### config.mk
export PLATFORM = sky130hd
export DESIGN_NAME = mem_access_stage
export DESIGN_NICKNAME = d
export VERILOG_FILES = /design/src/rtl/mem_access_stage.sv
export SDC_FILE = /design/constraint.sdc
export NUM_CORES = 1
export LEC_CHECK = 0
export CAP_MARGIN = 20
export CORE_AREA = 3 3 97 99
export DETAILED_ROUTE_END_ITERATION = 10
export DIE_AREA = 0 0 100 102
export DONT_BUFFER_PORTS = 1
export GPL_ROUTABILITY_DRIVEN = 0
export HOLD_SLACK_MARGIN = 0.05
export SETUP_SLACK_MARGIN = 0.05
export SLEW_MARGIN = 20
export SYNTH_ARGS = -nofsm -noshare
export SYNTH_HDL_FRONTEND = slang
export SYNTH_SLANG_ARGS = --single-unit
### constraint.sdc
create_clock -name clk -period 2.4 [get_ports clk]
set_input_delay 0.48 -clock clk [delete_from_list [all_inputs] [get_ports clk]]
set_output_delay 0.48 -clock clk [all_outputs]
set_load 0.02 [all_outputs]
### src/rtl/mem_access_stage.sv
// MIPS-R2000 MEM stage: runs loads/stores over a req/ack data-memory
// handshake and holds the front of the pipeline while a request is
// outstanding. Results are registered into MEM/WB. Misaligned and timed-out
// accesses are flagged with single-cycle pulses.
module mem_access_stage #(
    parameter int TIMEOUT = 16
) (
    input  logic        clk,
    input  logic        rst_n,
    input  logic [31:0] res,
    input  logic [31:0] write_data_ex,
    input  logic [4:0]  write_register,
    input  logic        zero,
    input  logic [2:0]  m_MEM,
    input  logic [1:0]  wb_MEM,
    output logic        dmem_req,
    output logic        dmem_we,
    output logic [31:0] dmem_addr,
    output logic [31:0] dmem_wdata,
    input  logic [31:0] dmem_rdata,
    input  logic        dmem_ack,
    output logic        stall,
    output logic        pc_src,
    output logic [31:0] read_data_wb,
    output logic [31:0] res_wb,
    output logic [4:0]  write_register_wb,
    output logic [1:0]  wb_WB,
    output logic        exc_misaligned,
    output logic        exc_timeout
);

    localparam int CW = $clog2(TIMEOUT + 1);
    localparam logic [CW-1:0] CNT_LAST = CW'(TIMEOUT - 1);

    typedef enum logic {
        S_IDLE,
        S_WAIT
    } state_e;

    state_e        state_q, state_d;
    logic [CW-1:0] cnt_q, cnt_d;

    logic [31:0] readData_q;
    logic [31:0] res_q;
    logic [4:0]  writeReg_q;
    logic [1:0]  wb_q;

    logic memOp;
    logic aligned;
    logic timeoutHit;
    logic loadWb;

    assign memOp   = m_MEM[1] | m_MEM[0];
    assign aligned = (res[1:0] == 2'b00);

    // Last waiting cycle with no ack: the request is abandoned this cycle.
    assign timeoutHit = (state_q == S_WAIT) && !dmem_ack && (cnt_q == CNT_LAST);

    // State and timeout counter registers.
    always_ff @(posedge clk or negedge rst_n) begin
        if (!rst_n) begin
            state_q <= S_IDLE;
            cnt_q   <= '0;
        end else begin
            state_q <= state_d;
            cnt_q   <= cnt_d;
        end
    end

    // Next state: enter WAIT when an aligned request misses its first-cycle ack.
    always_comb begin
        state_d = state_q;
        cnt_d   = cnt_q;
        case (state_q)
            S_IDLE: begin
                if (memOp && aligned && !dmem_ack) begin
                    state_d = S_WAIT;
                    cnt_d   = CW'(1);
                end
            end
            S_WAIT: begin
                if (dmem_ack || timeoutHit) begin
                    state_d = S_IDLE;
                    cnt_d   = '0;
                end else begin
                    cnt_d = cnt_q + 1'b1;
                end
            end
            default: begin
                state_d = S_IDLE;
                cnt_d   = '0;
            end
        endcase
    end

    // Handshake, stall and exception outputs; all forced low while in reset.
    always_comb begin
        dmem_req       = rst_n && ((state_q == S_WAIT) || (memOp && aligned));
        dmem_we        = dmem_req && !m_MEM[1];
        dmem_addr      = dmem_req ? res : 32'h0;
        dmem_wdata     = dmem_req ? write_data_ex : 32'h0;
        stall          = dmem_req && !dmem_ack && !timeoutHit;
        exc_misaligned = rst_n && (state_q == S_IDLE) && memOp && !aligned;
        exc_timeout    = rst_n && timeoutHit;
        pc_src         = m_MEM[2] & zero;
        loadWb         = ((state_q == S_IDLE) && !memOp) || (dmem_req && dmem_ack);
    end

    // MEM/WB register: load on retirement, otherwise insert a bubble.
    always_ff @(posedge clk or negedge rst_n) begin
        if (!rst_n) begin
            readData_q <= '0;
            res_q      <= '0;
            writeReg_q <= '0;
            wb_q       <= '0;
        end else if (loadWb) begin
            readData_q <= m_MEM[1] ? dmem_rdata : 32'h0;
            res_q      <= res;
            writeReg_q <= write_register;
            wb_q       <= wb_MEM;
        end else begin
            wb_q <= '0;
        end
    end

    assign read_data_wb      = readData_q;
    assign res_wb            = res_q;
    assign write_register_wb = writeReg_q;
    assign wb_WB             = wb_q;

endmodule

======== After elaboration in Yosys (flattened, before gate mapping) ========
Cells that the tools add are included.
Widths: inputs -> output; s select.
cells by class
  $add $sub $neg .......................... 1
  eq/ne operators ......................... 2
  mux-type cells .......................... 10
  bitwise logic cells ..................... 3
  reduce and logical (&&, ||, !) cells .... 23
operators by type and width
  kind                 count
  $mux 32              3
  $logic_and 1x1->1    14
  $mux 5               2
  $pmux 5 s2           1
  $add 5x1->5 const B  1
  $eq 5x4->1 const B   1
  $logic_not 1->1      5
  $logic_or 1x1->1     3
  $logic_not 2->1      1
  $mux 1               2
  $mux 2               1
  $ne 2x2->1 const B   1
  $pmux 1 s2           1
  $and 1x1->1          1
  $not 1->1            1
  $or 1x1->1           1
word-level totals
  flip-flop bits (word level) ............. 77
  output and inout port bits .............. 141

======== Longest topological paths before layout ========
  depth in word-level cells ............... 7
  depth in mapped cells ................... 6
  mapped depth without buffers ............ 6

======== Least setup slack after synthesis ========
OpenSTA, ideal clock, no wires.
  path kind ............................... reg2out
  from .................................... register cnt_q[0]
  to ...................................... output port stall
  arrival ................................. 1775 ps
  setup slack ............................. 145 ps
  stages on the path, launching flop included .. 6
  path through ............................ dfrtp_1 > ha_1 > and3_1 > ha_1 > nand2_1 > nor4b_1
on the way
  cells in the longest elaborated chain, start to end .. 4
RTL lines
  item                    line  source
  from (decl)             41    logic [CW-1:0] cnt_q, cnt_d;
  from (signal assigned)  66    cnt_q <= cnt_d;
  $eq 5x4->1              57    assign timeoutHit = (state_q == S_WAIT) && !dmem_ack && (cnt_q == CNT_LAST);
  $logic_and 1x1->1       57
  $logic_not 1->1         102   stall = dmem_req && !dmem_ack && !timeoutHit;
  $logic_and 1x1->1       102
  to (decl)               22    output logic stall,
Every way passes these cells.

======== Final worst setup path ========
  from .................................... register cnt_q[1]
  to ...................................... output port stall
Same word-level chain as after synthesis.

==> impl_metrics.toml <==
[yosys]
synth_edf_count = 0
yosysTopAreaCell = "dfrtp_1"
yosys_warnings = 0
synthArstFlopShare_pct = 100
synth_top_area_share_pct = 48.1
ys_types = 35
synth_area_sq_um = 4000
synth-seq-cells = 77
ys.flop_type = "dfrtp_1"
syn_area_per_cell_sq_um = 11.7
seq_area_frac_synth_pct = 48.1
synth.area.top_cells = "dfrtp_1, mux2_4, nor3b_1"
syn_inst = 343
synth_nets = 455

[layout]
fin_cells = 512
final_util_pct = 54.5
syn_to_final_growth_pct = 17.7
drive_above_1_share_pct = 32.9
final_common_cell = "dfrtp_1"
num_antenna_cells = 0
nets = 511
final_cell_mix = "dfrtp_1, buf_4, nor3b_1"

[power_and_ir_drop]
power_mw = 3.59
switching_share_pct = 35.7
power_switching_mw = 1.28
power_density_nw_per_um2 = 762
pwr-share-seq_pct = 56.4
p_leak_nw = 2.19
comb_power_share_pct = 19.6
p_clk_share_pct = 24.0
p_int_mw = 2.31
ir_drop_uv = 381

[place]
dp.cells = 494
place_hpwl_microns = 7260
portBuffers = 0

[worst_setup_path]
cp_slowest_cell = "dfrtp_1"
critical_path_class = "reg2out"
path_buf_inv = 1
cp_max_fo = 4
critPathArrivalTime_ns = 1.81
r2r_end = "res_wb[9]"
r2r-start = "state_q"
crit_path_start_kind = "flip-flop"
endpoint_kind = "primary output"
worstRegToRegCells = 4
cp.required_ns = 1.92
max_stage_delay_ns = 0.41
rrSetupSlack_ns = 0.47
crit_chain = "ha_1, and3_1, ha_2, nand2_1, nor4b_2, buf_4"
crit_family = "simple AND/OR/NAND/NOR gates"

[floorplan]
die_y_microns = 102
die_w_microns = 100
die-area_sq_um = 10200
start_util_pct = 46.3
io_pins = 251
core_area_sq_um = 8640
rows = 34

[global_routing]
grt_max_degree = 83
grt-ovfl-total = 0
grtUsageTotal_pct = 18.7
antenna_found_initial = 0
first_global_vias = 2805
grt_pass1_wl_microns = 15000

[detailed_routing]
vias = 2740
ant_nets = 0
wl_per_cell_microns = 19.5
drt_drc_violations_left = 0
routed_wirelength_microns = 9970
avgViaCountPerCell = 5.35
drt_pass1_iterations = 4
first_iter_violations = 60

[cts]
path_clk_slew_ns = 0.08
htreeDepth = 3
root_buffer = "clkbuf_8"
clk_latency_ns = 0.35
clockBufferDepth = 2
clock-sinks = 77
tritoncts = "yes"
cts_buffers = 9

[status]
violations = "negative hold slack"
outcome = "finished, violations left"

[timing]
fin_crit_sh_pct = 95.3
max_freq_ghz = 0.437
rsz0062_at_grt = "true"
fin_skew_ns = 0.0116
hold_viol = 77
fin_hold_ws_ns = -0.178
period_needed_ns = 2.29
max-slew-margin-rel_pct = 53.3
slew_violations = 0
worst-slew-pin-transition_ns = 0.700
setup_viol = 0

[min_path]
hp-class = "in2async"

[run]
cap_violations = 0
stage by stage:
| stage | hold slack (ns) | setup slack, ns | area [sq um] | TNS, ns |
|---|---|---|---|---|
| after detailed placement | 0.186 | 0.181 | 4520 | 0 |
| after CTS | -0.206 | 0.0495 | 4710 | 0 |
| after global placement | 0.186 | 0.245 | 4520 | 0 |
| after floorplan | 0.184 | 0.145 | 4000 | 0 |
| final | -0.178 | 0.114 | 4710 | 0 |
| after global routing | -0.217 | -0.00723 | 4710 | -0.0132 |
area by class of cell:
type                       count  area [sq um]
clock buffer                  11           131
clock inverter                 5          36.3
fill                         754          3930
inverter                      35           131
multi-input combinational    203          1760
sequential                    77          1930
tap                          108           135
timing repair buffer          73           586
power by group through the flow:
stage / Clock (mW) / Combinational, mW / Sequential [mW]
floorplan: 0 / 0.595 / 1.98
detailed placement: 0 / 0.697 / 2.06
CTS: 0.900 / 0.714 / 2.03
global placement: 0 / 0.674 / 2.05
global route: 0.956 / 0.766 / 2.06
finish: 0.861 / 0.705 / 2.03
per-layer routing:
metal | share of wire (%) | global-route usage (%) | up-vias
li1 | - | - | 1259
met1 | 38 | 22.1 | 1328
met2 | 52 | 32.9 | 147
met3 | 9.3 | 4.98 | 6
met4 | 0.76 | 6.74 | 0
met5 | 0 | 0 | -
registers in the layout (all words and copies together) (netlist names):
signal	count
read_data_wb	32
state_q	1
res_wb	32
cnt_q	5
wb_WB	2
write_register_wb	5
timing repair:
| action | in CTS | in global routing |
|---|---|---|
| endpoints found under the setup margin | 1 | 2 |
| resized for setup | 1 | 1 |
| setup buffers | 2 | 0 |
| endpoints found under the hold margin | 77 | 77 |
| pin swaps | 0 | 0 |
cell usage after synthesis, types with 4 or more instances:
library cell,count
mux2i_1,32
inv_1,35
buf_2,8
buf_6,4
nor3b_1,63
buf_12,4
nand2_1,34
dfrtp_1,77
clkbuf_1,11
and3_1,4
mux2_4,36
logic make-up (layout without fill, tap and decap cells):
group                      Yosys count  count (layout)  synth area share (%)
DFF                                 77              77                  48.1
muxes                               69              69                  21.8
buffers and inverters               63             124                  8.53
AOI/OAI and AO/OA                   12              12                  2.50
and+or+nand+nor                    120             120                  18.4
adders and majority gates            2               2                 0.625
worst max-delay path by stage:
stage                         from            end  slack, ns  depth (start not counted)
final                     cnt_q[1]          stall       0.11                          6
after global routing      cnt_q[1]    exc_timeout     -0.007                          6
after CTS                 cnt_q[1]          stall       0.05                          6
after detailed placement  m_MEM[1]   dmem_addr[6]       0.18                          5
after global placement    m_MEM[1]  dmem_addr[12]       0.25                          5
after floorplan           cnt_q[0]          stall       0.15                          5
Note: power is estimated with default switching activity, not from simulation.
